<file path="src/rtl/nexys_starship_lanes.sv">
// Starship lane game: a one-hot IDLE/PLAY/OVER controller over LANES independent
// EMPTY/ARMED/FULL monster lanes, with a shared occupancy cap and a saturating kill score.
module nexys_starship_lanes #(
  parameter int LANES       = 4,
  parameter int TIMER_W     = 8,
  parameter int TIMEOUT     = 12,
  parameter int SPAWN_DELAY = 1,
  parameter int MAX_ACTIVE  = 2
) (
  input  logic             Clk,
  input  logic             Reset_n,
  input  logic             timer_tick,
  input  logic             play,
  input  logic             restart,
  input  logic [LANES-1:0] spawn_random,
  input  logic [LANES-1:0] kill,
  output logic [LANES-1:0] monster,
  output logic             gameover,
  output logic             q_Idle,
  output logic             q_Play,
  output logic             q_Over,
  output logic [7:0]       score
);

  typedef enum logic [2:0] {S_IDLE = 3'b001, S_PLAY = 3'b010, S_OVER = 3'b100} top_e;
  typedef enum logic [1:0] {L_EMPTY, L_ARMED, L_FULL} lane_e;

  localparam logic [TIMER_W-1:0] CNT_ONE    = TIMER_W'(1);
  localparam logic [TIMER_W-1:0] DELAY_MAX  = '1;
  localparam logic [TIMER_W-1:0] SPAWN_D    = TIMER_W'(SPAWN_DELAY);
  localparam logic [TIMER_W-1:0] TIMEOUT_C  = TIMER_W'(TIMEOUT);
  localparam logic [TIMER_W-1:0] TIMEOUT_M1 = TIMER_W'(TIMEOUT - 1);
  localparam logic [3:0]         MAX_ACT    = 4'(MAX_ACTIVE);

  top_e               r_state;
  lane_e              r_lane [LANES];
  logic [TIMER_W-1:0] r_cnt  [LANES];
  logic [LANES-1:0]   r_monster;
  logic [7:0]         r_score;

  lane_e              w_lane_nxt [LANES];
  logic [TIMER_W-1:0] w_cnt_nxt  [LANES];
  logic [LANES-1:0]   w_hit;
  logic [3:0]         w_used;
  logic [3:0]         w_nkill;
  logic [8:0]         w_score_sum;
  logic [7:0]         w_score_nxt;
  logic               w_over;
  logic               w_run;

  // NOTE: every signal written here gets a default first so no path leaves it unassigned (no latch).
  always_comb begin
    w_hit   = '0;
    w_used  = '0;
    w_nkill = '0;
    for (int i = 0; i < LANES; i++) begin
      if (r_lane[i] == L_FULL) w_used = w_used + 4'd1;
    end
    // w_used grows as grants are handed out, so lower indices win the remaining slots.
    for (int i = 0; i < LANES; i++) begin
      w_lane_nxt[i] = r_lane[i];
      w_cnt_nxt[i]  = r_cnt[i];
      case (r_lane[i])
        L_EMPTY: begin
          if (r_cnt[i] >= SPAWN_D) begin
            w_lane_nxt[i] = L_ARMED;
            w_cnt_nxt[i]  = '0;
          end else if (timer_tick && r_cnt[i] != DELAY_MAX) begin
            w_cnt_nxt[i] = r_cnt[i] + CNT_ONE;
          end
        end
        L_ARMED: begin
          if (spawn_random[i] && w_used < MAX_ACT) begin
            w_used        = w_used + 4'd1;
            w_lane_nxt[i] = L_FULL;
            w_cnt_nxt[i]  = '0;
          end
        end
        L_FULL: begin
          if (kill[i]) begin
            w_nkill       = w_nkill + 4'd1;
            w_lane_nxt[i] = L_EMPTY;
            w_cnt_nxt[i]  = '0;
          end else begin
            if (timer_tick && r_cnt[i] < TIMEOUT_C) w_cnt_nxt[i] = r_cnt[i] + CNT_ONE;
            w_hit[i] = (r_cnt[i] >= TIMEOUT_C) || (timer_tick && r_cnt[i] >= TIMEOUT_M1);
          end
        end
        default: begin
          w_lane_nxt[i] = L_EMPTY;
          w_cnt_nxt[i]  = '0;
        end
      endcase
    end
    w_score_sum = {1'b0, r_score} + 9'(w_nkill);
    w_score_nxt = w_score_sum[8] ? 8'hFF : w_score_sum[7:0];
    w_over      = (r_state == S_PLAY) && (|w_hit);
    w_run       = (r_state == S_PLAY) && !w_over;
  end

  // NOTE: sequential state uses non-blocking assignments so every register samples pre-edge values.
  always_ff @(posedge Clk or negedge Reset_n) begin
    if (!Reset_n) begin
      r_state <= S_IDLE;
      r_score <= '0;
    end else begin
      case (r_state)
        S_IDLE: if (play) begin
          r_state <= S_PLAY;
          r_score <= '0;
        end
        S_PLAY: begin
          if (w_over) r_state <= S_OVER;
          else        r_score <= w_score_nxt;
        end
        S_OVER: if (restart) r_state <= S_IDLE;
        default: r_state <= S_IDLE;
      endcase
    end
  end

  // Lanes only evolve while playing; any other state (including the game-over edge) empties them.
  always_ff @(posedge Clk or negedge Reset_n) begin
    if (!Reset_n) begin
      r_monster <= '0;
      for (int i = 0; i < LANES; i++) begin
        r_lane[i] <= L_EMPTY;
        r_cnt[i]  <= '0;
      end
    end else if (w_run) begin
      for (int i = 0; i < LANES; i++) begin
        r_lane[i]    <= w_lane_nxt[i];
        r_cnt[i]     <= w_cnt_nxt[i];
        r_monster[i] <= (w_lane_nxt[i] == L_FULL);
      end
    end else begin
      r_monster <= '0;
      for (int i = 0; i < LANES; i++) begin
        r_lane[i] <= L_EMPTY;
        r_cnt[i]  <= '0;
      end
    end
  end

  assign monster  = r_monster;
  assign score    = r_score;
  assign q_Idle   = r_state[0];
  assign q_Play   = r_state[1];
  assign q_Over   = r_state[2];
  assign gameover = r_state[2];

endmodule

</file>
<file path="config.mk">
export PLATFORM = sky130hd
export DESIGN_NAME = nexys_starship_lanes
export DESIGN_NICKNAME = d
export VERILOG_FILES = /design/src/rtl/nexys_starship_lanes.sv
export SDC_FILE = /design/constraint.sdc
export NUM_CORES = 1
export LEC_CHECK = 0
export ABC_AREA = 1
export CORE_AREA = 2 2 97 71
export CTS_BUF_LIST = sky130_fd_sc_hd__clkbuf_16
export CTS_CLUSTER_DIAMETER = 30
export DETAILED_ROUTE_END_ITERATION = 16
export DIE_AREA = 0 0 99 73
export DONT_BUFFER_PORTS = 1
export PLACE_DENSITY = 0.81
export SYNTH_ARGS = -nofsm -noshare
export SYNTH_HDL_FRONTEND = slang
export SYNTH_SLANG_ARGS = --single-unit
</file>
<file path="constraint.sdc">
create_clock -name Clk -period 6.4 [get_ports Clk]
set_input_delay 0.64 -clock Clk [delete_from_list [all_inputs] [get_ports Clk]]
set_output_delay 0.64 -clock Clk [all_outputs]
set_load 0.01 [all_outputs]
</file>
==> impl_metrics.json, run 1 <==
{
  "status": "finished clean",
  "reg2reg_slack_ns": 2.38,
  "worstSetupPathType": "reg -> reg",
  "grt_usage": 0.2169,
  "wl_per_cell_um": 13.23,
  "htreeDepth": 2,
  "required_ns": 6.63,
  "tritoncts": "built",
  "fin_crit_sh": 0.6283,
  "grt_max_degree": 56,
  "vias_per_cell": 5.283,
  "die_w_um": 99,
  "hold_slack_ns": 0.03237,
  "cts_hold_buf": 0,
  "setup_violations": 0,
  "detail_route.wirelength_um": 7195,
  "synth_flop_cell": "dfrtp_1",
  "netlist_area_mm2": 0.003516,
  "clk_pin_slew_ns": 0.07,
  "register_area_mm2": 0.001378,
  "syn_nets": 496,
  "syn_to_final_growth_pct": 6.797,
  "cts_sinks": 55,
  "critPathLaunch": "r_lane[6]",
  "coreArea_mm2": 0.006412,
  "ant_nets": 0,
  "overflow": 0,
  "synth.distinct_cells": 45,
  "rsz0062_at_grt": "false",
  "avgSynthCellArea_um2": 7.660,
  "antenna_found_initial": 0,
  "antenna-diode-count": 0,
  "async_flop_share": 1.000,
  "maxSlewHeadroom": 0.5921,
  "grt_pass1_vias": 2768,
  "powerDensity_mw_per_mm2": 293.6,
  "ir_drop_mv": 0.1510,
  "yosysSeqAreaShare": 0.3918,
  "place.gp.congestion": 0.8734,
  "critPathArrivalTime_ns": 4.26,
  "critPathLaunchType": "flop",
  "cts_root_buffer": "clkbuf_16",
  "synth-seq-cells": 55,
  "clock_path_buffers": 2,
  "dr.pass1.iters": 5,
  "io_pins": 29,
  "start_util": 0.5483,
  "endpoint_kind": "flop",
  "finalMaxSlewViolations": 0,
  "hold_violations": 0,
  "min_period_ns": 4.021,
  "netlist_instances": 459,
  "fillers": 567,
  "final_layout_size_suffix_gt1_frac": 0.09935,
  "cp_max_fo": 4,
  "yosys_warnings": 0,
  "fin_nets": 499,
  "fp-row-count": 25,
  "hold_path_class": "in -> async",
  "hpwl_um": 5389,
  "drv_cap": 0,
  "cts_post_setup_buffers_inserted": 0,
  "io_buffers": 0,
  "synth-edff-count": 0,
  "grt_pass1_wl_um": 12480,
  "crit_path_end": "score[3]",
  "fmax_mhz": 248.7,
  "leakagePower_nw": 1.864,
  "fin_setup_tns_ns": 0,
  "vias": 2874,
  "timing.rr.start": "r_lane[6]",
  "cts-resized-gates": 0,
  "fin_skew_ns": 0.004251,
  "cts_buffers": 5,
  "drt_iter0_markers": 152,
  "dieArea_mm2": 0.007227,
  "r2r_cells": 23,
  "die_y_um": 73,
  "multiInputGateArea_mm2": 0.001745,
  "clk_latency_ns": 0.29,
  "drc": 0,
  "max_slew.worst_pin.slew_ns": 0.6118,
  "r2r_end": "score[3]"
}
-- layout make-up --
cell class                      count  area share
Multi-Input combinational cell    303      0.4648
Clock buffer                        5     0.03332
Clock inverter                      3     0.01033
Tap cell                           81     0.02699
Sequential cell                    55      0.3669
Inverter                           97     0.09763
-- cells in the final DEF (no fill, tap or decap), types with 3 or more instances in the layout --
cell type   n
nand3_1    23
nor4_1      7
clkbuf_16   5
o31ai_1     3
nand2_1    69
inv_1      87
a21oi_1    26
nand4_1     7
nor2_1     60
o22ai_1     4
nor2_2      5
nor3_1      7
ha_1       23
o21ai_1     8
xor2_1      6
inv_2       9
dfrtp_1    54
o21ai_0    16
nand2_4     4
nand2_2     5
-- through the flow --
stage / instances / util / total power [mW] / setup slack (ns) / area, um2
2_1_floorplan: 459 / - / 0.7251 / 2.676 / 3516
3_3_place_gp: 536 / 0.5600 / 0.7816 / 2.479 / 3591
3_5_place_dp: 536 / 0.5600 / 0.7938 / 2.253 / 3591
4_1_cts: 544 / 0.5856 / 1.106 / 2.396 / 3755
5_1_grt: 544 / 0.5856 / 1.179 / 1.837 / 3755
6_report: 544 / 0.5856 / 1.103 / 2.379 / 3755
-- flip-flops by register name, indices dropped and copies added, names as in the netlist --
signal	cells
r_state	3
r_lane	8
r_cnt	32
score	8
monster	4
-- synth_stat cells, types with 3 or more instances --
cell / count / area [um2]
nand2_4: 4 / 45.04
buf_4: 3 / 22.52
nor4_1: 7 / 43.79
o31ai_1: 3 / 22.52
ha_1: 23 / 287.8
nor3_1: 7 / 35.03
nor2_1: 60 / 225.2
inv_2: 9 / 33.78
nand4_1: 7 / 43.79
nor2_2: 5 / 31.28
nand2_2: 5 / 31.28
o22ai_1: 4 / 25.02
dfrtp_1: 54 / 1351
nand3_1: 23 / 115.1
o21ai_1: 8 / 40.04
o21ai_0: 16 / 80.08
nand2_1: 69 / 259.0
xor2_1: 6 / 52.55
a21oi_1: 26 / 130.1
inv_1: 87 / 326.6
-- how the worst min path moves through the flow --
stage	startpoint	to	slack (ns)	cells after the start
after floorplan	Reset_n	monster[0]	0.34	0
after global placement	Reset_n	r_cnt[8]	0.35	0
after detailed placement	Reset_n	r_cnt[8]	0.35	0
after CTS	Reset_n	r_cnt[8]	0.03	0
after global routing	Reset_n	r_cnt[8]	0.02	0
final	Reset_n	r_cnt[8]	0.03	0
-- cells by family (layout without fill, tap and decap cells) --
kind of cell | after synthesis | count (layout) | share of synthesized area
xor+xnor | 8 | 8 | 0.01993
simple gates | 202 | 202 | 0.2733
buf+inv | 101 | 105 | 0.1117
flops | 55 | 55 | 0.3918
compound gates | 69 | 69 | 0.1157
fa+ha+maj | 24 | 24 | 0.08755
-- power breakdown --
group / switching (mW) / internal (mW)
Clock: 0.126 / 0.183
Combinational: 0.262 / 0.121
Sequential: 0.0317 / 0.379
-- per-layer routing --
metal  share of wire  GRT usage  routed length [um]  vias up
li1                -          -                   -     1469
met1            0.47     0.2942                3397     1309
met2            0.45     0.3468                3217       77
met3           0.059    0.04789                 424       19
met4           0.022    0.07610                 155        0
met5               0          0                   0        -
-- worst max-delay path, cell delays in order, from the launching register on --
cell	delay (ns)
dfrtp_1	0.40
inv_2	0.06
nand2_2	0.06
nor2_1	0.14
ha_1	0.25
nand2_1	0.06
nand2_1	0.07
ha_1	0.27
o21ai_0	0.22
inv_1	0.09
ha_1	0.29
inv_1	0.03
o21ai_0	0.23
inv_1	0.09
fa_1	0.44
o31ai_1	0.35
inv_1	0.07
nor2_1	0.16
inv_1	0.09
nor2_1	0.18
inv_1	0.09
o21ai_0	0.10
nand3_1	0.10
nand2_1	0.09
Note: power is estimated with default switching activity, not from simulation.
==> inputs of run 2 (changes only) <==
--- a/config.mk
+++ b/config.mk
@@ -5,14 +5,14 @@
 export SDC_FILE = /design/constraint.sdc
 export NUM_CORES = 1
 export LEC_CHECK = 0
-export ABC_AREA = 1
+export ABC_AREA = 0
 export CORE_AREA = 2 2 97 71
 export CTS_BUF_LIST = sky130_fd_sc_hd__clkbuf_16
 export CTS_CLUSTER_DIAMETER = 30
 export DETAILED_ROUTE_END_ITERATION = 16
 export DIE_AREA = 0 0 99 73
 export DONT_BUFFER_PORTS = 1
-export PLACE_DENSITY = 0.81
+export PLACE_DENSITY = 0.84
 export SYNTH_ARGS = -nofsm -noshare
 export SYNTH_HDL_FRONTEND = slang
 export SYNTH_SLANG_ARGS = --single-unit
==> constraint.sdc (replaced) <==
create_clock -name Clk -period 3.3 [get_ports Clk]
set_input_delay 0.33 -clock Clk [delete_from_list [all_inputs] [get_ports Clk]]
set_output_delay 0.33 -clock Clk [all_outputs]
set_load 0.01 [all_outputs]
==> run 2 against run 1 <==
The run now ends with negative setup slack left. Clock power rose by 70%. Die area did not move. Via count is 11% higher. Sequential power up 83%. Global-route usage grew 3.9 points. Fmax is 2.5% higher. Non-clock buffer count up 51. Synthesized area down 0.64%. Core utilization grew 8.8 points. Cell area grew 15%. Critical endpoint is now r_cnt[3]. Largest power group unchanged.
==> impl_metrics.json, run 2 <==
{
  "fin_skew_ns": 0.005845,
  "worstSetupPathType": "reg -> reg",
  "antenna-diode-count": 0,
  "finalMaxSlewViolations": 0,
  "max_slew.worst_pin.slew_ns": 0.8333,
  "drc": 0,
  "avgSynthCellArea_um2": 9.074,
  "synth_flop_cell": "dfrtp_1",
  "vias_per_cell": 6.246,
  "rsz0062_at_grt": "true",
  "fmax_mhz": 254.9,
  "vias": 3198,
  "worst_slack_ns": -0.6227,
  "syn_to_final_growth_pct": 23.57,
  "die_w_um": 99,
  "register_area_mm2": 0.001378,
  "required_ns": 3.53,
  "cp_slowest_stage_delay_ns": 0.43,
  "yosysSeqAreaShare": 0.3943,
  "antenna_found_initial": 0,
  "overflow": 0,
  "drt_iter0_markers": 263,
  "grt_usage": 0.2563,
  "htreeDepth": 2,
  "ant_nets": 0,
  "dr.pass1.iters": 5,
  "io_pins": 29,
  "async_flop_share": 1.000,
  "clk_pin_slew_ns": 0.07,
  "cp_max_fo": 3,
  "fillers": 453,
  "fin_nets": 467,
  "syn_nets": 422,
  "fin_setup_tns_ns": -10.42,
  "yosys_warnings": 0,
  "detail_route.wirelength_um": 9038,
  "maxSlewHeadroom": 0.4369,
  "synth_common_cells": "dfrtp_1, nor2_1, a21oi_1, nand2_1, ha_1",
  "die_y_um": 73,
  "drv_cap": 0,
  "cp_cell_sequence": "nor2b_4, xnor2_2, xnor2_2, inv_2, ha_4, nor2_2, nor2_1, ha_1, nor2_2, or2_4, nand2_4, nor3_4, xor2_1, ha_1, o211ai_1, nand2_1, o31a_1, or4_4, a21oi_2",
  "setup_violations": 27,
  "tritoncts": "built",
  "netlist_area_mm2": 0.003493,
  "synth.distinct_cells": 60,
  "dpl.cell_count": 490,
  "cts_buffers": 5,
  "coreArea_mm2": 0.006412,
  "grt_max_degree": 56,
  "fin_area_mm2": 0.004317,
  "leakagePower_nw": 1.984,
  "place.gp.congestion": 0.8914,
  "wl_per_cell_um": 17.65,
  "synth_area_leader_cell": "dfrtp_1",
  "critPathLaunchType": "flop",
  "failed_checks": "negative setup slack",
  "multiInputGateArea_mm2": 0.002208,
  "clock_path_buffers": 2,
  "cts_sinks": 55,
  "dieArea_mm2": 0.007227,
  "io_buffers": 0,
  "final_cell_mix": "dfrtp_1, buf_4, nor2_1",
  "grt_pass1_wl_um": 14650,
  "postLayoutCoreUtil": 0.6732,
  "netlist_instances": 385,
  "min_period_ns": 3.923,
  "synth-seq-cells": 55,
  "ir_drop_mv": 0.1971,
  "place_area_mm2": 0.003901,
  "hpwl_um": 6295,
  "hold_path_class": "in -> reg",
  "status": "finished with violations",
  "fp-row-count": 25,
  "largest_register_ffs": 32,
  "critPathArrivalTime_ns": 4.15,
  "dpl_worst_slack_ns": -0.6538,
  "crit_slowest_cell": "or4_4",
  "synth_top_area_frac": 0.3868,
  "grt_pass1_vias": 3085,
  "largest_register": "r_cnt",
  "hold_violations": 0,
  "clk_latency_ns": 0.30,
  "cts_root_buffer": "clkbuf_16",
  "powerDensity_mw_per_mm2": 407.7,
  "synth_area_leaders": "dfrtp_1, ha_1, nor2_1",
  "fin_crit_sh": 1.189,
  "synth-edff-count": 0,
  "start_util": 0.5448,
  "layoutNonFillerInstCount": 512,
  "final_layout_size_suffix_gt1_frac": 0.2436,
  "yosysMostFrequentCell": "dfrtp_1",
  "layout_commonest_cell": "dfrtp_1",
  "endpoint_kind": "flop"
}
run 2: layer usage:
layer	part of all wire	global-route usage	up-vias
met1	0.42	0.3291	1577
li1	-	-	1487
met2	0.47	0.4084	104
met5	0	0	-
met3	0.074	0.07567	30
met4	0.029	0.1096	0
run 2: layout make-up:
type,count,share of cell area
multi-input cells,298,0.5116
inverters,19,0.01652
clock buffers,5,0.02899
flip-flops and latches,55,0.3191
repair buffers,51,0.09565
clock inverters,3,0.004638
well taps,81,0.02348
run 2: worst paths after layout:
kind / from / endpoint / slack, ns / cells past startpoint
max in group asynchronous: Reset_n / r_state[0] / 2.48 / 2
min in group asynchronous: Reset_n / r_cnt[5] / 0.55 / 2
min reg2reg: r_cnt[22] / r_cnt[22] / 0.49 / 1
max: r_lane[2] / r_cnt[3] / -0.62 / 19
max reg2reg: r_lane[2] / r_cnt[3] / -0.62 / 19
min: restart / r_state[0] / 0.18 / 2
run 2: kinds of logic after synthesis:
logic type,synth area share
flip-flops,0.3943
adder cells (fa/ha/maj),0.09133
AND/OR/NAND/NOR,0.2131
XOR/XNOR,0.02507
buffers and inverters,0.03832
AO/OA/AOI/OAI,0.2099
multiplexers,0.02794
run 2: metrics by stage:
| step | hold WS [ns] | total power [mW] |
|---|---|---|
| 5_1_grt | 0.2027 | 1.849 |
| 6_report | 0.1762 | 1.760 |
| 2_1_floorplan | 0.03441 | 1.086 |
| 4_1_cts | 0.1766 | 1.757 |
| 3_5_place_dp | 0.03692 | 1.204 |
| 3_3_place_gp | 0.03663 | 1.188 |
run 2: repair_timing:
item,CTS,global route
gates resized for setup,26,6
setup endpoints to repair,28,30
setup buffers,8,4
pin swaps,24,21
hold endpoints to repair,55,0
hold buffers,2,0
run 2: critical path: cells and delay by family, from the launching register on:
family          cells  cell delay [ns]
xor+xnor            3             0.51
simple gates        9             1.47
compound gates      3             0.58
fa+ha+maj           3             0.82
flops               1             0.41
buf+inv             1             0.07
run 2: report_power, final:
part	switching, mW	internal (mW)	leakage, nW
Clock	0.245	0.280	0.0658
Combinational	0.301	0.183	1.16
Sequential	0.0451	0.706	0.763
Total	0.591	1.17	1.98
==> inputs of run 3 (changes only) <==
--- a/config.mk
+++ b/config.mk
@@ -13,6 +13,7 @@
 export DIE_AREA = 0 0 99 73
 export DONT_BUFFER_PORTS = 1
 export PLACE_DENSITY = 0.84
+export REMOVE_ABC_BUFFERS = 1
 export SYNTH_ARGS = -nofsm -noshare
 export SYNTH_HDL_FRONTEND = slang
 export SYNTH_SLANG_ARGS = --single-unit
==> run 3 against run 2 <==
The run still ends with negative setup slack left. Combinational power grew 7.9%. Hold slack gained 0.0098 ns. Critical path depth stayed put. Sequential cell count is the same. Final cell count rose by 2.0%. Critical endpoint unchanged. Critical path type unchanged. Total power increased by 3.0%. Non-clock buffer count up 10. Largest cell class unchanged. Via count grew 3.2%. Clock-buffer cell count did not move.
==> impl_metrics.json, run 3 (synthesis results as in run 2) <==
{
  "overflow": 0,
  "fillers": 428,
  "multiInputGateArea_mm2": 0.002247,
  "required_ns": 3.54,
  "cp_slowest_stage_delay_ns": 0.43,
  "r2r_end": "r_cnt[3]",
  "fin_setup_tns_ns": -10.62,
  "clkPwrFrac": 0.297,
  "io_buffers": 0,
  "cts_buffers": 5,
  "grt_pass1_wl_um": 15280,
  "fin_nets": 477,
  "status": "finished with violations",
  "cts_root_buffer": "clkbuf_16",
  "ir_drop_mv": 0.2487,
  "place_area_mm2": 0.003847,
  "final_cell_mix": "buf_4, dfrtp_1, nor2_1",
  "drc": 0,
  "drv_cap": 0,
  "htreeDepth": 2,
  "maxSlewHeadroom": 0.3524,
  "die_y_um": 73,
  "largest_register": "r_cnt",
  "powerDensity_mw_per_mm2": 408.2,
  "min_period_ns": 3.892,
  "detail_route.wirelength_um": 9893,
  "syn_to_final_growth_pct": 27.11,
  "wl_per_cell_um": 18.95,
  "clock_path_buffers": 2,
  "coreArea_mm2": 0.006412,
  "switchingPower_mw": 0.6298,
  "hpwl_um": 6270,
  "clk_pin_slew_ns": 0.07,
  "max_slew.worst_pin.slew_ns": 0.9584,
  "critical-path-top-delay-family": "simple AND/OR/NAND/NOR gates",
  "antenna-diode-count": 0,
  "hold_violations": 0,
  "cp_num_cells": 19,
  "tritoncts": "built",
  "cp_common_cell": "nor2_2",
  "die_w_um": 99,
  "reg2reg_slack_ns": -0.59,
  "p_int_mw": 1.183,
  "drt_iter0_markers": 219,
  "fmax_mhz": 256.9,
  "fin_area_mm2": 0.004441,
  "hold_path_class": "in -> reg",
  "largest_register_ffs": 32,
  "worstSetupPathType": "reg -> reg",
  "cts_sinks": 55,
  "grt_max_degree": 56,
  "p_comb_frac": 0.288,
  "grt_usage": 0.2673,
  "start_util": 0.5448,
  "power_frac_seq": 0.415,
  "grt_pass1_vias": 3179,
  "register_area_mm2": 0.001378,
  "fin_crit_sh": 1.179,
  "worst_slack_ns": -0.5919,
  "fin_skew_ns": 0.008689,
  "cp_max_fo": 3,
  "switching_share": 0.3474,
  "antenna_found_initial": 0,
  "setup_violations": 27,
  "critPathArrivalTime_ns": 4.13,
  "finalMaxSlewViolations": 0,
  "ant_nets": 0,
  "layout_commonest_cell": "buf_4",
  "failed_checks": "negative setup slack",
  "io_pins": 29,
  "clk_latency_ns": 0.30,
  "crit_slowest_cell": "or4_1",
  "rsz0062_at_grt": "true",
  "critPathLaunchType": "flop",
  "cp_cell_sequence": "nor2b_4, xnor2_2, xnor2_2, inv_2, ha_4, nor2_2, nor2_2, ha_1, nor2_2, or2_4, nand2_4, nor3_4, xor2_1, ha_1, o211ai_1, nand2_1, o31a_1, or4_1, a21oi_2",
  "place.gp.congestion": 0.8685,
  "fp-row-count": 25,
  "p_total_mw": 1.813,
  "dieArea_mm2": 0.007227,
  "dr.pass1.iters": 5,
  "vias": 3300,
  "critPathLaunch": "r_lane[3]",
  "vias_per_cell": 6.322,
  "leakagePower_nw": 2.033,
  "endpoint_kind": "flop",
  "r2r_cells": 19,
  "timing.rr.start": "r_lane[3]",
  "final_layout_size_suffix_gt1_frac": 0.2766,
  "cp_num_buf_inv": 1,
  "crit_path_end": "r_cnt[3]"
}
-- run 3: power by group through the flow --
stage          sequential, mW  combinational, mW  clock (mW)
2_1_floorplan           0.756              0.311           0
3_3_place_gp            0.760              0.436           0
3_5_place_dp            0.764              0.446           0
4_1_cts                 0.752              0.491       0.539
5_1_grt                 0.757              0.574       0.573
6_report                0.753              0.522       0.538
-- run 3: what timing repair did --
action / 4_1_cts / 5_1_grt
buffers inserted: 8 / 10
pin swaps: 32 / 26
hold buffers: 2 / 0
resized for setup: 38 / 24
gates cloned: 0 / 0
endpoints found under the setup margin: 30 / 30
endpoints found under the hold margin: 55 / 0
-- run 3: worst min-delay path by stage --
stage	start	to	slack, ns	cells after the start
floorplan	Reset_n	monster[0]	0.03	0
global placement	Reset_n	r_cnt[29]	0.04	0
detailed placement	Reset_n	r_cnt[25]	0.04	0
CTS	timer_tick	r_cnt[17]	0.19	2
global route	timer_tick	r_cnt[16]	0.19	2
finish	restart	r_state[0]	0.19	2
-- run 3: layout make-up --
cell class,count,area share
multi-input cells,298,0.5061
flip-flops and latches,55,0.3102
repair buffers,61,0.1116
clock buffers,5,0.02818
well taps,81,0.02282
inverters,19,0.01662
clock inverters,3,0.004508
-- run 3: layer usage --
metal  up-vias  wire length, um  global-route usage
met5         -                0                   0
met4         0              290              0.1233
met3        32              648             0.05556
met2       140             4667              0.4249
met1      1608             4287              0.3548
li1       1520                -                   -
-- run 3: through the flow --
step	cells	setup slack, ns	hold WS (ns)	utilization
floorplan	372	-0.8179	0.03441	-
global placement	495	-0.7083	0.03620	0.6000
detailed placement	495	-0.8879	0.03607	0.6000
CTS	513	-0.5986	0.1891	0.6669
global route	522	-0.7778	0.1873	0.6925
finish	522	-0.5919	0.1861	0.6925
